`config.mk`:
```
export PLATFORM = sky130hd
export DESIGN_NAME = pe_acc_seq_ctrl
export DESIGN_NICKNAME = d
export VERILOG_FILES = /design/src/rtl/pe_acc_seq_ctrl.sv
export SDC_FILE = /design/constraint.sdc
export NUM_CORES = 1
export LEC_CHECK = 0
export CORE_ASPECT_RATIO = 1.1
export CORE_MARGIN = 1.5
export CORE_UTILIZATION = 51
export DETAILED_ROUTE_END_ITERATION = 8
export GPL_TIMING_DRIVEN = 0
export PLACE_DENSITY = 0.81
export SLEW_MARGIN = 10
export SYNTH_ARGS = -nofsm -noshare
export SYNTH_HDL_FRONTEND = slang
export SYNTH_SLANG_ARGS = --single-unit
```
`constraint.sdc`:
```
create_clock -name clk -period 1.8 [get_ports clk]
set_input_delay 0.36 -clock clk [delete_from_list [all_inputs] [get_ports clk]]
set_output_delay 0.36 -clock clk [all_outputs]
set_load 0.01 [all_outputs]
```
`src/rtl/pe_acc_seq_ctrl.sv`:
```
// Job sequencer for the 16-input PE add tree: gates operand beats, tracks them
// through the tree pipeline, strobes the accumulator and hands off the result.
module pe_acc_seq_ctrl #(
    parameter int PIPE_LAT = 2,
    parameter int KLEN_W   = 8
) (
    input  logic              clk,
    input  logic              rst_n,
    input  logic              cmd_valid,
    output logic              cmd_ready,
    input  logic [1:0]        cmd_mode,
    input  logic [KLEN_W-1:0] cmd_klen,
    input  logic              op_valid,
    output logic              op_ready,
    input  logic              flush,
    output logic [1:0]        tree_mode_sel,
    output logic              acc_clr,
    output logic              acc_en,
    output logic              res_valid,
    input  logic              res_ready,
    output logic              busy
);

    // state   | meaning
    // S_IDLE  | waiting for a job command
    // S_RUN   | accepting operand beats into the tree
    // S_DRAIN | all beats issued, waiting for the last one to leave the tree
    // S_DONE  | accumulator holds the final result, waiting for consumer
    typedef enum logic [1:0] {S_IDLE, S_RUN, S_DRAIN, S_DONE} state_t;

    state_t              r_state;
    state_t              w_state_nxt;
    logic [1:0]          r_mode;
    logic [KLEN_W-1:0]   r_klen;
    logic [KLEN_W:0]     r_beat_cnt;
    logic [PIPE_LAT-1:0] r_pv;
    logic [PIPE_LAT-1:0] r_pf;
    logic [PIPE_LAT-1:0] r_pl;

    logic w_cmd_acc;
    logic w_op_hs;
    logic w_first;
    logic w_last;
    logic w_flush_act;
    logic w_tail_v;
    logic w_tail_f;
    logic w_tail_l;

    assign w_flush_act = flush && (r_state != S_IDLE);
    assign w_cmd_acc   = cmd_valid && (r_state == S_IDLE);
    assign w_op_hs     = op_valid && op_ready;
    // Counter is one bit wider than klen so the final compare never sees a wrap.
    assign w_first     = (r_beat_cnt == '0);
    assign w_last      = (r_beat_cnt == {1'b0, r_klen});
    assign w_tail_v    = r_pv[PIPE_LAT-1];
    assign w_tail_f    = r_pf[PIPE_LAT-1];
    assign w_tail_l    = r_pl[PIPE_LAT-1];

    always_ff @(posedge clk or negedge rst_n) begin
        if (!rst_n) begin
            r_state <= S_IDLE;
        end else begin
            r_state <= w_state_nxt;
        end
    end

    always_comb begin
        w_state_nxt = r_state;
        unique case (r_state)
            S_IDLE:  if (cmd_valid)            w_state_nxt = S_RUN;
            S_RUN:   if (w_op_hs && w_last)    w_state_nxt = S_DRAIN;
            S_DRAIN: if (w_tail_v && w_tail_l) w_state_nxt = S_DONE;
            S_DONE:  if (res_ready)            w_state_nxt = S_IDLE;
            default:                           w_state_nxt = S_IDLE;
        endcase
        if (w_flush_act) begin
            w_state_nxt = S_IDLE;
        end
    end

    always_comb begin
        cmd_ready = (r_state == S_IDLE);
        op_ready  = (r_state == S_RUN);
        res_valid = (r_state == S_DONE);
        busy      = (r_state != S_IDLE);
        acc_en    = w_tail_v;
        acc_clr   = w_tail_v && w_tail_f;
    end

    // Mantissa mode forces a single-beat job.
    always_ff @(posedge clk or negedge rst_n) begin
        if (!rst_n) begin
            r_mode <= '0;
            r_klen <= '0;
        end else if (w_cmd_acc) begin
            r_mode <= cmd_mode;
            r_klen <= cmd_mode[1] ? '0 : cmd_klen;
        end
    end

    assign tree_mode_sel = r_mode;

    always_ff @(posedge clk or negedge rst_n) begin
        if (!rst_n) begin
            r_beat_cnt <= '0;
        end else if (w_cmd_acc) begin
            r_beat_cnt <= '0;
        end else if (w_op_hs) begin
            r_beat_cnt <= r_beat_cnt + 1'b1;
        end
    end

    always_ff @(posedge clk or negedge rst_n) begin
        if (!rst_n) begin
            r_pv <= '0;
            r_pf <= '0;
            r_pl <= '0;
        end else if (w_flush_act) begin
            r_pv <= '0;
            r_pf <= '0;
            r_pl <= '0;
        end else begin
            r_pv[0] <= w_op_hs;
            r_pf[0] <= w_op_hs && w_first;
            r_pl[0] <= w_op_hs && w_last;
            for (int i = 1; i < PIPE_LAT; i++) begin
                r_pv[i] <= r_pv[i-1];
                r_pf[i] <= r_pf[i-1];
                r_pl[i] <= r_pl[i-1];
            end
        end
    end

endmodule

```
==> results.tsv <==
stage	metric	value	unit
floorplan	fp.dieH	56.74	um
final_layout	nets	196	
power_and_ir_drop	irDropWorstVdd	1.000	mV
yosys	synth_fp_nets	160	
final_layout	finalNonFillerCells	203	
setup_path	startpoint_type	flip-flop	
sta	fin_crit	1783	ps
floorplan	placeableCoreArea	2496	um^2
setup_path	required	2060	ps
yosys	synth_cells	137	
global_routing	grt_overflow	0	
clock_tree	clk_pin_slew	140	ps
drt	firstDrtPassIters	4	
clock_tree	cts_sinks	27	
drt	drc	0	
status	outcome	finished clean	
setup_path	cp.arrival	2040	ps
yosys	yosysUniqueCellTypes	23	
sta	max_slew.worst_pin.slew	587.6	ps
clock_tree	cts_buffer_depth	2	
yosys	yosysWarnings	0	
clock_tree	cts_buffers	3	
power_and_ir_drop	leakage	0.8685	nW
yosys	netlist_area	1339	um^2
min_path	hold_path_class	in -> async	
final_layout	drive_above_1_share	16.86	%
setup_path	r2r-end	r_state[0]	
clock_tree	cts_tree	built	
final_layout	diodes	0	
yosys	yosysTopAreaCellShare	50.47	%
yosys	ys_top_cells_by_area	dfrtp_1 50%, nand2_1 10%, xor2_1 8.5%	
sta	rsz0062_at_grt	true	
setup_path	crit_fanout	4	
yosys	synth-seq-area-share	50.47	%
global_routing	grt_pass1_wl	4.333	mm
final_layout	synthToLayoutAreaGrowth	28.97	%
clock_tree	clk_latency	330	ps
global_routing	grt_max_degree	28	
flow_run	cap_violations	0	
floorplan	die_x	51.85	um
setup_path	r2r-start	r_beat_cnt[2]	
global_routing	grt_usage	19.77	%
floorplan	fp-row-count	19	
drt	postRouteAntennaNets	0	
placed_design	hpwl	1.919	mm
drt	drt-initial-drc-count	17	
clock_tree	htreeDepth	1	
floorplan	die_area	2942	um^2
floorplan	pin_count	24	
sta	timing.hold.ws	7.418	ps
yosys	synth-seq-cells	27	
setup_path	worstSetupStartpoint	r_beat_cnt[2]	
sta	skew	3.016	ps
setup_path	critPathKind	reg -> reg	
floorplan	start_util	53.63	%
drt	dr_total_vias	1059	
clock_tree	cts_root_buf	clkbuf_4	
placed_design	routabilityCongestion	0.8805	
sta	min_period_over_period	99.03	%
sta	fmax	561.0	MHz
sta	slew_viol_final	0	
drt	drt-total-wl	2.697	mm
setup_path	r2r.worst_path.cells	5	
power_and_ir_drop	power_density	1243	nW/um^2
yosys	syn_area_per_cell	9.772	um^2
placed_design	dp.cells	191	
global_routing	antenna_found_initial	0	
yosys	synth_top_area_cell	dfrtp_1	
drt	viasPerCell	5.217	
final_layout	fin_util	69.17	%
clock_tree	postCtsHoldBufs	0	
drt	wl_per_cell	13.29	um
sta	hold_viol	0	
placed_design	port_buffers	23	
sta	relSlewSlack	60.82	%
global_routing	grt_pass1_vias	1011	
setup_path	reg2reg_slack	20	ps
sta	setup_viol	0	
setup_path	end_kind	flip-flop	
[per-layer routing]
layer,wire (um),vias up,GRT usage [%]
met4,34,0,9.774
met1,1138,515,23.04
li1,-,511,-
met2,1418,29,33.63
met3,106,4,3.989
met5,0,-,0
[stage by stage]
stage               area (um^2)  setup slack (ps)  power, W  TNS [ps]
finish                     1727             17.47  0.002147         0
floorplan                  1339             53.27  0.001432         0
global route               1727            -94.89  0.002287    -185.0
CTS                        1664             2.065  0.002058         0
global placement           1608            -180.9  0.001706     -1606
detailed placement         1608            -208.8  0.001760     -2121
[what timing repair did]
action / in CTS / in global routing
resized for setup: 10 / 12
gates cloned: 0 / 0
endpoints found under the setup margin: 16 / 4
pin swaps: 1 / 5
buffers inserted: 2 / 7
[synthesized netlist by cell type, drive strengths merged]
cell type and count:
nor2 10, ha 7, xor2 13, a21oi 3
nand2 36, nand3b 8, nand3 1, o22ai 1
inv 6, and2 6, nor3 2, xnor2 3
and3 3, nor4b 1, nor4 2, mux2i 2
a221oi 1, clkbuf 2, nand4 2, dfrtp 27
o21ai 1
[worst max path at each step]
stage / end / slack, ps / depth (start not counted)
after CTS: r_state[0] / 2 / 7
final: r_state[0] / 20 / 5
after global routing: r_state[0] / -90 / 5
after floorplan: r_state[0] / 50 / 7
after detailed placement: r_state[0] / -210 / 6
after global placement: r_state[0] / -180 / 6
[area by class of cell]
class / count / area (um^2)
fillers: 203 / 769.5
flip-flops and latches: 27 / 679.4
multi-input cells: 102 / 669.4
repair buffers: 32 / 281.5
well taps: 31 / 38.79
clock buffers: 3 / 22.52
inverters: 6 / 22.52
clock inverters: 1 / 7.507
plain buffers: 1 / 5.005
[state kept, by name, summed over array words and instances (netlist names)]
name,count
r_klen,8
r_pf,2
tree_mode_sel,2
r_pl,2
r_beat_cnt,9
r_state,2
r_pv,2
[worst max-delay path, stage by stage, from the launching register on]
cell and delay, ps:
dfrtp_2 460, xor2_1 160, nor4_2 310, nand3_2 170, a221oi_4 380, mux2i_1 230
[power breakdown]
part,switching (W),total (W),internal (W),leakage (nW)
registers,0.000119,0.000893,0.000774,0.357
logic,0.000526,0.000987,0.000460,0.498
clock network,0.000183,0.000268,0.0000852,0.0139
total,0.000828,0.00215,0.00132,0.869
[kinds of logic (layout without fill, tap and decap cells)]
logic type / after synthesis / after routing / synth area share (%)
and+or+nand+nor: 71 / 71 / 25.70
xor gates and xnor gates: 16 / 16 / 10.47
adders and majority gates: 7 / 7 / 6.542
DFF: 27 / 27 / 50.47
muxes: 2 / 2 / 1.495
AOI/OAI and AO/OA: 6 / 6 / 3.083
buffers and inverters: 8 / 43 / 2.243
[placed cells by master (no fill, tap or decap), types with 5 or more instances in the layout]
| cell type | count |
|---|---|
| and2_1 | 5 |
| buf_4 | 9 |
| clkdlybuf4s50_1 | 18 |
| dfrtp_1 | 24 |
| ha_1 | 5 |
| nand2_1 | 36 |
| nand3b_1 | 8 |
| nor2_1 | 10 |
| xor2_1 | 13 |
Power figures use the tool's default switching activity.
